<file path="src/rtl/axis_batch_pkg.sv">
// ============================================================================
// Module      : axis_batch_pkg
// Description : Shared state encoding and counter widths for the batch
//               controller and its sub-blocks.
// Revision    : 1.0 - initial release
// ============================================================================
`default_nettype none

package axis_batch_pkg;

    localparam int FRAME_CNT_W = 16;

    typedef enum logic [2:0] {
        ST_LOAD  = 3'd0,
        ST_START = 3'd1,
        ST_WAIT  = 3'd2,
        ST_DRAIN = 3'd3,
        ST_FLUSH = 3'd4
    } batch_state_e;

endpackage

`default_nettype wire

</file>
<file path="src/rtl/axis_skid2.sv">
// ============================================================================
// Module      : axis_skid2
// Description : Two-entry first-word-fall-through buffer with occupancy
//               output; entry 0 is always the head presented downstream.
// Revision    : 1.0 - initial release
// ============================================================================
`default_nettype none

module axis_skid2 #(
    parameter int WIDTH = 65
) (
    input  logic             clk,
    input  logic             rst,
    input  logic             i_push,
    input  logic [WIDTH-1:0] i_data,
    input  logic             i_pop,
    output logic [WIDTH-1:0] o_data,
    output logic             o_valid,
    output logic [1:0]       o_occ
);

    logic [WIDTH-1:0] r_d0;
    logic [WIDTH-1:0] r_d1;
    logic [1:0]       r_occ;
    logic             w_pop;

    assign w_pop   = i_pop & (r_occ != 2'd0);
    assign o_data  = r_d0;
    assign o_valid = (r_occ != 2'd0);
    assign o_occ   = r_occ;

    // The upstream read-credit check guarantees a push never lands on a full buffer.
    always_ff @(posedge clk) begin
        if (rst) begin
            r_d0  <= '0;
            r_d1  <= '0;
            r_occ <= 2'd0;
        end else begin
            case ({i_push, w_pop})
                2'b10: begin
                    if (r_occ == 2'd0) begin
                        r_d0  <= i_data;
                        r_occ <= 2'd1;
                    end else if (r_occ == 2'd1) begin
                        r_d1  <= i_data;
                        r_occ <= 2'd2;
                    end
                end
                2'b01: begin
                    r_d0  <= r_d1;
                    r_occ <= r_occ - 2'd1;
                end
                2'b11: begin
                    if (r_occ == 2'd1) begin
                        r_d0 <= i_data;
                    end else begin
                        r_d0 <= r_d1;
                        r_d1 <= i_data;
                    end
                end
                default: begin
                    r_occ <= r_occ;
                end
            endcase
        end
    end

endmodule

`default_nettype wire

</file>
<file path="src/rtl/axis_batch_ctrl.sv">
// ============================================================================
// Module      : axis_batch_ctrl
// Description : Loads a fixed-size AXI-Stream frame into a compute core,
//               starts it, then streams the core results back out.
// Revision    : 1.0 - initial release
// ============================================================================
`default_nettype none

module axis_batch_ctrl
    import axis_batch_pkg::*;
#(
    parameter int DATA_W    = 64,
    parameter int IN_WORDS  = 20,
    parameter int OUT_WORDS = 11,
    localparam int IN_AW    = $clog2(IN_WORDS),
    localparam int OUT_AW   = $clog2(OUT_WORDS)
) (
    input  logic                   aclk,
    input  logic                   areset,
    input  logic [DATA_W-1:0]      s_axis_tdata,
    input  logic                   s_axis_tvalid,
    input  logic                   s_axis_tlast,
    output logic                   s_axis_tready,
    output logic [DATA_W-1:0]      m_axis_tdata,
    output logic                   m_axis_tvalid,
    output logic                   m_axis_tlast,
    input  logic                   m_axis_tready,
    output logic                   core_wr_en,
    output logic [IN_AW-1:0]       core_wr_addr,
    output logic [DATA_W-1:0]      core_wr_data,
    output logic                   core_start,
    input  logic                   core_finish,
    output logic                   core_rd_en,
    output logic [OUT_AW-1:0]      core_rd_addr,
    input  logic [DATA_W-1:0]      core_rd_data,
    output logic                   err_frame,
    output logic [FRAME_CNT_W-1:0] frame_cnt,
    output logic                   idle
);

    localparam logic [IN_AW-1:0]  c_IN_LAST  = IN_AW'(IN_WORDS - 1);
    localparam logic [OUT_AW-1:0] c_OUT_LAST = OUT_AW'(OUT_WORDS - 1);

    batch_state_e           r_state;
    batch_state_e           w_state_nxt;
    logic [IN_AW-1:0]       r_wr_cnt;
    logic [OUT_AW-1:0]      r_rd_addr;
    logic                   r_rd_all;
    logic                   r_rd_pend;
    logic                   r_rd_last;
    logic                   r_err;
    logic [FRAME_CNT_W-1:0] r_frame_cnt;

    logic                   w_in_hs;
    logic                   w_pop;
    logic                   w_err_set;
    logic                   w_rd_issue;
    logic                   w_frame_done;
    logic [2:0]             w_credit;
    logic [1:0]             w_occ;
    logic [DATA_W:0]        w_skid_data;
    logic                   w_skid_valid;

    assign w_in_hs = s_axis_tvalid & s_axis_tready;
    assign w_pop   = m_axis_tvalid & m_axis_tready;

    // Words already buffered plus words still coming back from the core.
    assign w_credit   = {1'b0, w_occ} + {2'b00, r_rd_pend} - {2'b00, w_pop};
    assign w_rd_issue = (r_state == ST_DRAIN) && !r_rd_all && (w_credit < 3'd2);

    assign w_frame_done = (r_state == ST_DRAIN) && w_pop && m_axis_tlast;

    assign core_wr_addr = r_wr_cnt;
    assign core_rd_addr = r_rd_addr;
    assign err_frame    = r_err;
    assign frame_cnt    = r_frame_cnt;
    assign idle         = (r_state == ST_LOAD) && (r_wr_cnt == '0);

    always_comb begin
        w_state_nxt   = r_state;
        s_axis_tready = 1'b0;
        core_wr_en    = 1'b0;
        core_wr_data  = '0;
        core_start    = 1'b0;
        core_rd_en    = 1'b0;
        w_err_set     = 1'b0;
        case (r_state)
            ST_LOAD: begin
                s_axis_tready = 1'b1;
                if (s_axis_tvalid) begin
                    core_wr_en   = 1'b1;
                    core_wr_data = s_axis_tdata;
                    if (r_wr_cnt == c_IN_LAST) begin
                        if (s_axis_tlast) begin
                            w_state_nxt = ST_START;
                        end else begin
                            w_err_set   = 1'b1;
                            w_state_nxt = ST_FLUSH;
                        end
                    end else if (s_axis_tlast) begin
                        w_err_set = 1'b1;
                    end
                end
            end
            ST_START: begin
                core_start  = 1'b1;
                w_state_nxt = ST_WAIT;
            end
            ST_WAIT: begin
                if (core_finish) begin
                    w_state_nxt = ST_DRAIN;
                end
            end
            ST_DRAIN: begin
                core_rd_en = w_rd_issue;
                if (w_frame_done) begin
                    w_state_nxt = ST_LOAD;
                end
            end
            ST_FLUSH: begin
                s_axis_tready = 1'b1;
                if (s_axis_tvalid && s_axis_tlast) begin
                    w_state_nxt = ST_LOAD;
                end
            end
            default: begin
                w_state_nxt = ST_LOAD;
            end
        endcase
    end

    always_ff @(posedge aclk) begin
        if (areset) begin
            r_state     <= ST_LOAD;
            r_wr_cnt    <= '0;
            r_rd_addr   <= '0;
            r_rd_all    <= 1'b0;
            r_rd_pend   <= 1'b0;
            r_rd_last   <= 1'b0;
            r_err       <= 1'b0;
            r_frame_cnt <= '0;
        end else begin
            r_state   <= w_state_nxt;
            r_rd_pend <= w_rd_issue;
            r_rd_last <= w_rd_issue && (r_rd_addr == c_OUT_LAST);
            if ((r_state == ST_LOAD) && w_in_hs) begin
                if (s_axis_tlast || (r_wr_cnt == c_IN_LAST)) begin
                    r_wr_cnt <= '0;
                end else begin
                    r_wr_cnt <= r_wr_cnt + IN_AW'(1);
                end
            end
            if (w_rd_issue) begin
                if (r_rd_addr == c_OUT_LAST) begin
                    r_rd_all  <= 1'b1;
                    r_rd_addr <= '0;
                end else begin
                    r_rd_addr <= r_rd_addr + OUT_AW'(1);
                end
            end
            if (w_frame_done) begin
                r_rd_all    <= 1'b0;
                r_frame_cnt <= r_frame_cnt + FRAME_CNT_W'(1);
            end
            if (w_err_set) begin
                r_err <= 1'b1;
            end
        end
    end

    // Core read data arrives one cycle after the strobe; tag the last word on the way in.
    axis_skid2 #(
        .WIDTH (DATA_W + 1)
    ) u_skid (
        .clk     (aclk),
        .rst     (areset),
        .i_push  (r_rd_pend),
        .i_data  ({r_rd_last, core_rd_data}),
        .i_pop   (m_axis_tready),
        .o_data  (w_skid_data),
        .o_valid (w_skid_valid),
        .o_occ   (w_occ)
    );

    assign m_axis_tvalid = w_skid_valid;
    assign m_axis_tdata  = w_skid_data[DATA_W-1:0];
    assign m_axis_tlast  = w_skid_data[DATA_W] & w_skid_valid;

endmodule

`default_nettype wire

</file>
<file path="config.mk">
export PLATFORM = sky130hd
export DESIGN_NAME = axis_batch_ctrl
export DESIGN_NICKNAME = d
export VERILOG_FILES = /design/src/rtl/axis_batch_pkg.sv /design/src/rtl/axis_skid2.sv /design/src/rtl/axis_batch_ctrl.sv
export SDC_FILE = /design/constraint.sdc
export NUM_CORES = 1
export LEC_CHECK = 0
export CAP_MARGIN = 0
export CORE_MARGIN = 4
export CORE_UTILIZATION = 44
export DETAILED_ROUTE_END_ITERATION = 6
export PLACE_DENSITY = 0.9
export SETUP_SLACK_MARGIN = 0.2
export SKIP_LAST_GASP = 1
export SLEW_MARGIN = 20
export SYNTH_ARGS = -nofsm -noshare
export SYNTH_HDL_FRONTEND = slang
export SYNTH_SLANG_ARGS = --single-unit
</file>
<file path="constraint.sdc">
create_clock -name aclk -period 3.9 [get_ports aclk]
set_input_delay 1.17 -clock aclk [delete_from_list [all_inputs] [get_ports aclk]]
set_output_delay 1.17 -clock aclk [all_outputs]
set_load 0.02 [all_outputs]
</file>
==> results.tsv, run 1 <==
stage	metric	value	unit
outcome	status	complete, but fails checks	
outcome	failing checks	negative setup slack	
layout	Nets	1289	
drt	number of remaining DRC errors	0	
worst_setup_path	Crit path buffers/inverters	4	
yosys	Seq/Total Area, Yosys	43.3	%
power	Leak	0.00388	µW
global_routing	vias in the first global route	7023	
clock_network	clk root buf	clkbuf_16	
worst_setup_path	CP Class	input port to output port	
yosys	Top FF cell, synth	dfxtp_1	
layout	final cell count without fillers	1382	
sta	RSZ-0062 raised after global routing	yes	
worst_hold_path	Hold/Removal Path Class	register to register	
yosys	Yosys reg bits	164	
global_routing	initial antenna violation count	4	
layout	cell area after layout	10800	µm²
worst_setup_path	worst reg2reg path endpoint	core_rd_addr[3]	
power	Power Density	340	nW/µm²
place	placed inst area	10400	µm²
yosys	Post-synth EDFFs	0	
worst_hold_path	Hold Path End	u_skid.r_d1[45]	
drt	TritonRoute pass-1 iters	5	
worst_setup_path	delay-heaviest family, CP	simple AND/OR/NAND/NOR gates	
clock_network	worst skew pair latency	0.42	ns
sta	clk_skew	0.00562	ns
place	IO buf count	294	
die	Core ar.	16800	µm²
yosys	Avg Cell Area, Syn	8.11	µm²
die	standard-cell rows	47	
die	Die W	139	µm
sta	period utilization	100	%
die	Die ar.	19400	µm²
sta	# setup viols final	1	
worst_setup_path	CP Launch Type	input port	
worst_setup_path	critical path, cell by cell	buf_2 > nand2b_4 > inv_1 > nor2_1 > o21ai_1 > fa_2 > nand2b_1 > or3_4 > inv_6 > buf_4	
sta	min cycle time layout	3.91	ns
yosys	count of cell types in the netlist	49	
worst_setup_path	FF-to-FF Start	u_skid.o_occ[0]	
global_routing	first-pass GRT wire length	37000	µm
clock_network	# hold bufs at CTS	0	
global_routing	GRT Util Overall	23.5	%
place	placed instance count	1345	
clock_network	htree depth	4	
yosys	Ys Warns	0	
worst_setup_path	Reg2Reg Setup Slack	1.35	ns
layout	layout cells sized above 1	12.7	%
die	Initial Utilization	45.3	%
worst_setup_path	WP depth	10	
clock_network	clk slew on worst S/H paths	0.06	ns
die	Die Y	139	µm
yosys	Synth async-reset ratio	0	%
drt	WL final	23400	µm
worst_setup_path	Critical Path Start	m_axis_tready	
clock_network	Bufs on Longest Clock Path	2	
drt	via density per instance	5.22	
layout	Syn-to-layout area delta	42.1	%
place	final RePlAce weighted congestion	0.878	
place	HPWL Detailed	17100	µm
sta	Peak Freq	256	MHz
sta	worst-margin pin slew	0.751	ns
worst_setup_path	Critical Path Max Stage Delay	0.53	ns
power	Final Power	3670	µW
global_routing	grt ovf	0	
power	Worst VDD drop	0.291	mV
worst_setup_path	highest fanout seen on the critical path	3	
yosys	Synth Instances	936	
clock_network	CTS tree	yes	
drt	DR vias	7214	
yosys	Post-Syn Area	7590	µm²
global_routing	largest net degree at the start of global routing	73	
worst_hold_path	hold path cells	2	
sta	hold slack	0.447	ns
layout	commonest non-fill, non-tap cells in the layout	225 x clkdlybuf4s50_1, 164 x dfxtp_1, 145 x nand2_1	
sta	final worst slack	-0.0124	ns
die	I/O Pins	295	
clock_network	CTS buffer count	17	
worst_setup_path	Worst R2R Path Depth	11	
drt	Routed Antenna Nets	0	
drt	Routed WL per cell	16.9	µm
layout	Fill cells	1420	
clock_network	# clock sinks	164	
yosys	Mapped Nets	1080	
sta	hold violation count in the final report	0	
layout	most common cell after layout, fill and taps aside	clkdlybuf4s50_1	
sta	slew margin rel.	49.8	%
run	max cap viols	0	
worst_setup_path	data required time of the worst path	2.73	ns
worst_hold_path	HP Start	u_skid.r_d1[45]	
drt	DRT iter0 DRCs	343	
worst_setup_path	critical path endpoint category	output port	
worst_setup_path	Slowest-stage cell, CP	fa_2	
sta	count of pins over their slew limit	0	
worst_setup_path	crit path DAT	2.74	ns
-- per-stage QoR --
step / setup TNS (ns) / setup slack [ns] / utilization (%)
after global placement: -35.69 / -0.935 / 62.2
after CTS: -0.0277 / -0.0277 / 64.3
after global routing: -0.0790 / -0.0790 / 64.4
final: -0.0124 / -0.0124 / 64.4
after floorplan: 0 / 0.185 / -
after detailed placement: -37.05 / -0.943 / 62.2
-- cell families after synthesis --
| family | share of synthesized area [%] |
|---|---|
| simple gates | 21.9 |
| compound gates | 20.5 |
| flops | 43.3 |
| buf+inv | 11.1 |
| xor+xnor | 1.15 |
| fa+ha+maj | 1.75 |
| mux | 0.280 |
-- what timing repair did --
item / in CTS / in global routing
cloned: 1 / 0
setup buffers: 0 / 0
gates resized for setup: 263 / 0
hold endpoints to repair: 0 / 0
setup endpoints to repair: 66 / 1
-- power by group --
group | internal [µW] | total, µW | switching [µW]
registers | 1680 | 1680 | 2.20
logic | 204 | 371 | 167
clock network | 895 | 1620 | 724
-- registers in the layout, indices dropped and copies added (netlist names) --
name	count
err_frame	1
r_rd_last	1
r_rd_all	1
u_skid.r_d1	65
core_wr_addr	5
u_skid.o_data	65
r_state	3
r_rd_pend	1
core_rd_addr	4
u_skid.o_occ	2
frame_cnt	16
-- worst max-delay path by stage --
stage                            end  slack [ns]
after floorplan           core_rd_en        0.19
after global placement    core_rd_en       -0.94
after detailed placement  core_rd_en       -0.94
after CTS                 core_rd_en       -0.03
after global routing      core_rd_en       -0.08
final                     core_rd_en       -0.01
-- per-layer routing --
layer	wire (µm)	track usage [%]	up-vias
met5	0	0	-
met4	1250	14.2	0
met1	8500	25.4	3315
met3	1480	5.80	56
met2	12200	41.3	270
li1	-	-	3573
-- cells in the mapped netlist, types with 5 or more instances --
library cell  instances  share of area (%)
a211oi_1             65                6.4
a21oi_1              88                5.8
a22oi_1              65                6.4
and2_1               64                5.3
buf_1                12               0.59
buf_2                 9               0.59
buf_4                64                6.3
clkbuf_1             49                2.4
dfxtp_1             164                 43
ha_1                  9                1.5
inv_1                19               0.94
nand2_1             145                7.2
nand3_1               6               0.40
nand4_1               5               0.41
nor2_1               90                4.5
nor2b_1               5               0.41
nor3_1                5               0.33
nor4_1                5               0.41
o21ai_0              12               0.79
or3_1                 5               0.41
xnor2_1               6               0.69
-- area by class of cell --
cell class | count | area [µm²] | share of cell area [%]
multi-input combinational | 616 | 3520 | 32.6
sequential | 164 | 3280 | 30.4
timing repair buffer | 325 | 3040 | 28.2
clock buffer | 17 | 425 | 3.94
tap | 220 | 275 | 2.55
clock inverter | 15 | 149 | 1.38
inverter | 21 | 88.8 | 0.823
antenna | 4 | 10.0 | 0.0928
-- worst reg2reg max path, cell delays in order, from the launching register on --
cell and delay [ns]:
dfxtp_1 0.33, inv_1 0.07, ha_1 0.21, nand2b_4 0.15, nor2_2 0.10, o21ai_1 0.09
fa_2 0.53, nand2b_1 0.07, or3_4 0.36, buf_4 0.17, o31ai_1 0.23, a21oi_1 0.10
No activity file was read; power rests on OpenSTA's default activity.
==> inputs of run 2 (changes only) <==
- DONT_BUFFER_PORTS: default -> 1
- PLACE_DENSITY: 0.9 -> 0.7
- clock period: 3.9 -> 3.34 ns (I/O delays scaled with it)
==> run 2 against run 1 <==
Net effect: clock-buffer cell count increased by 3; core utilization fell by 16 points; hold slack lost 0.0040 ns; clock skew grew 0.0059 ns; critical path type is now register to output port; clock power rose by 13%; worst setup slack worse by 0.062 ns; final cell count is 21% lower; die area is the same; largest power group unchanged; sequential power rose by 17%; wire length down 2.5%; sequential cell count is the same; the run still ends with negative setup slack left.
==> results.tsv, run 2 (synthesis results as in run 1) <==
stage	metric	value	unit	change
run	max cap viols	0		unchanged
power	Worst VDD drop	0.326	mV	+12%
worst_setup_path	Slowest-stage cell, CP	fa_2		
worst_setup_path	Reg2Reg Setup Slack	0.82	ns	-0.53 ns
global_routing	largest net degree at the start of global routing	162		+120%
global_routing	grt ovf	0		unchanged
layout	Syn-to-layout area delta	6.10	%	
place	final RePlAce weighted congestion	0.983		+12%
sta	hold slack	0.443	ns	-0.00404 ns
drt	TritonRoute pass-1 iters	5		unchanged
global_routing	vias in the first global route	5669		-19%
worst_setup_path	critical path endpoint category	output port		
clock_network	clk root buf	clkbuf_16		
place	placed instance count	1041		-23%
sta	worst-margin pin slew	0.775	ns	+0.0244 ns
die	Core ar.	16800	µm²	unchanged
die	I/O Pins	295		unchanged
layout	commonest non-fill, non-tap cells in the layout	163 x dfxtp_1, 145 x nand2_1, 89 x nor2_1		
place	IO buf count	0		-100%
sta	period utilization	102	%	
drt	WL final	22800	µm	-2.5%
clock_network	# clock sinks	164		unchanged
layout	final cell count without fillers	1086		-21%
drt	number of remaining DRC errors	0		unchanged
worst_setup_path	highest fanout seen on the critical path	4		+1
drt	Routed WL per cell	21.0	µm	+24%
worst_setup_path	CP Launch Type	register		
drt	via density per instance	5.72		+9.5%
die	Die Y	139	µm	unchanged
clock_network	htree depth	4		unchanged
place	post-placement worst setup slack	-0.0403	ns	+0.903 ns
clock_network	Bufs on Longest Clock Path	2		unchanged
worst_setup_path	Crit path buffers/inverters	3		-1
sta	min cycle time layout	3.41	ns	
worst_setup_path	CP Class	register to output port		
power	Leak	0.00268	µW	-31%
worst_hold_path	Hold/Removal Path Class	register to register		
sta	clk_skew	0.0115	ns	+0.00587 ns
drt	Routed Antenna Nets	0		unchanged
sta	RSZ-0062 raised after global routing	yes		
sta	hold violation count in the final report	0		unchanged
clock_network	CTS buffer count	17		unchanged
worst_setup_path	data required time of the worst path	2.34	ns	-0.39 ns
die	Die W	139	µm	unchanged
die	Die ar.	19400	µm²	unchanged
drt	DRT iter0 DRCs	401		+17%
global_routing	initial antenna violation count	22		+18
sta	count of pins over their slew limit	0		unchanged
clock_network	# hold bufs at CTS	0		unchanged
sta	final worst slack	-0.0741	ns	-0.0617 ns
drt	DR vias	6209		-14%
global_routing	GRT Util Overall	22.5	%	-1.0 points
clock_network	CTS tree	yes		
sta	Peak Freq	293	MHz	
die	Initial Utilization	45.3	%	unchanged
outcome	status	complete, but fails checks		
layout	Nets	986		-24%
clock_network	worst skew pair latency	0.42	ns	about the same
global_routing	first-pass GRT wire length	34400	µm	-7.0%
sta	slew margin rel.	48.3	%	-1.4 points
worst_setup_path	delay-heaviest family, CP	adder cells		
worst_setup_path	Critical Path Max Stage Delay	0.53	ns	about the same
outcome	failing checks	negative setup slack		
sta	# setup viols final	1		unchanged
layout	layout cells sized above 1	15.7	%	+3.0 points
layout	most common cell after layout, fill and taps aside	dfxtp_1		
clock_network	clk slew on worst S/H paths	0.07	ns	about the same
die	standard-cell rows	47		unchanged
place	HPWL Detailed	15800	µm	-7.6%
worst_setup_path	crit path DAT	2.41	ns	-0.33 ns
worst_setup_path	critical path, cell by cell	inv_2 > ha_2 > nand2b_4 > inv_1 > nor2_1 > o21ai_1 > fa_2 > nand2b_1 > or3_4 > inv_6		
power	Power Density	492	nW/µm²	+45%
## run 2: cell types whose count changed in the layout (fill, tap and decap cells not counted), sizes merged, moves of 3 or more
| cell | before | now |
|---|---|---|
| buf | 89 | 21 |
| clkdlybuf4s50 | 225 | 0 |
| diode | 4 | 11 |
| clkbuf | 17 | 21 |
| clkdlybuf4s15 | 9 | 0 |
| clkinv | 8 | 5 |
## run 2: worst register-to-register path, stage by stage (launching register included)
cell	delay, ns
dfxtp_2	0.33
inv_2	0.06
ha_2	0.18
nand2b_4	0.14
inv_1	0.05
nor2_1	0.08
o21ai_1	0.08
fa_2	0.53
nand2b_1	0.07
or3_4	0.37
buf_4	0.17
o31ai_1	0.25
a21oi_1	0.10
## run 2: metal layers
metal	wire (µm)	GRT usage, %	vias to the layer above
li1	-	-	2976
met1	8650	26.1	2879
met2	11000	37.7	276
met3	1800	6.45	74
met4	1320	11.4	4
met5	22	0	-
## run 2: layout make-up
cell class                      instances  area (µm²)
Clock inverter                         12        95.1
Timing Repair Buffer                   22         233
Fill cell                            1606        8710
Tap cell                              220         275
Multi-Input combinational cell        616        3600
Sequential cell                       164        3280
Antenna cell                           11        27.5
Clock buffer                           20         457
Inverter                               21        83.8
## run 2: metrics by stage
stage / setup TNS, ns / util (%) / power [µW] / area (µm²)
finish: -0.0741 / 48.1 / 3960 / 8050
floorplan: -0.0387 / - / 2170 / 7620
global placement: -0.0315 / 43.9 / 2150 / 7350
CTS: -0.0944 / 47.2 / 3990 / 7920
detailed placement: -0.0403 / 43.9 / 2160 / 7350
global route: -0.211 / 48.0 / 4100 / 8040
## run 2: path summary, 6_finish.rpt
| kind | endpoint | cells past startpoint | start |
|---|---|---|---|
| max | core_rd_en | 10 | u_skid.o_occ[0] |
| min | u_skid.r_d1[51] | 2 | u_skid.r_d1[51] |
| max reg2reg | core_rd_addr[2] | 12 | u_skid.o_occ[0] |
| min reg2reg | u_skid.r_d1[51] | 2 | u_skid.r_d1[51] |
## run 2: what timing repair did
| item | CTS | global route |
|---|---|---|
| gates resized for setup | 2 | 67 |
| cloned | 0 | 1 |
| buffers inserted | 1 | 0 |
| endpoints found under the setup margin | 1 | 65 |
## run 2: report_power, final
group          internal (µW)  leakage (µW)  switching (µW)
sequential              1960       0.00132            5.92
combinational           64.3       0.00109             102
clock                   1000      0.000267             828
total                   3030       0.00268             936
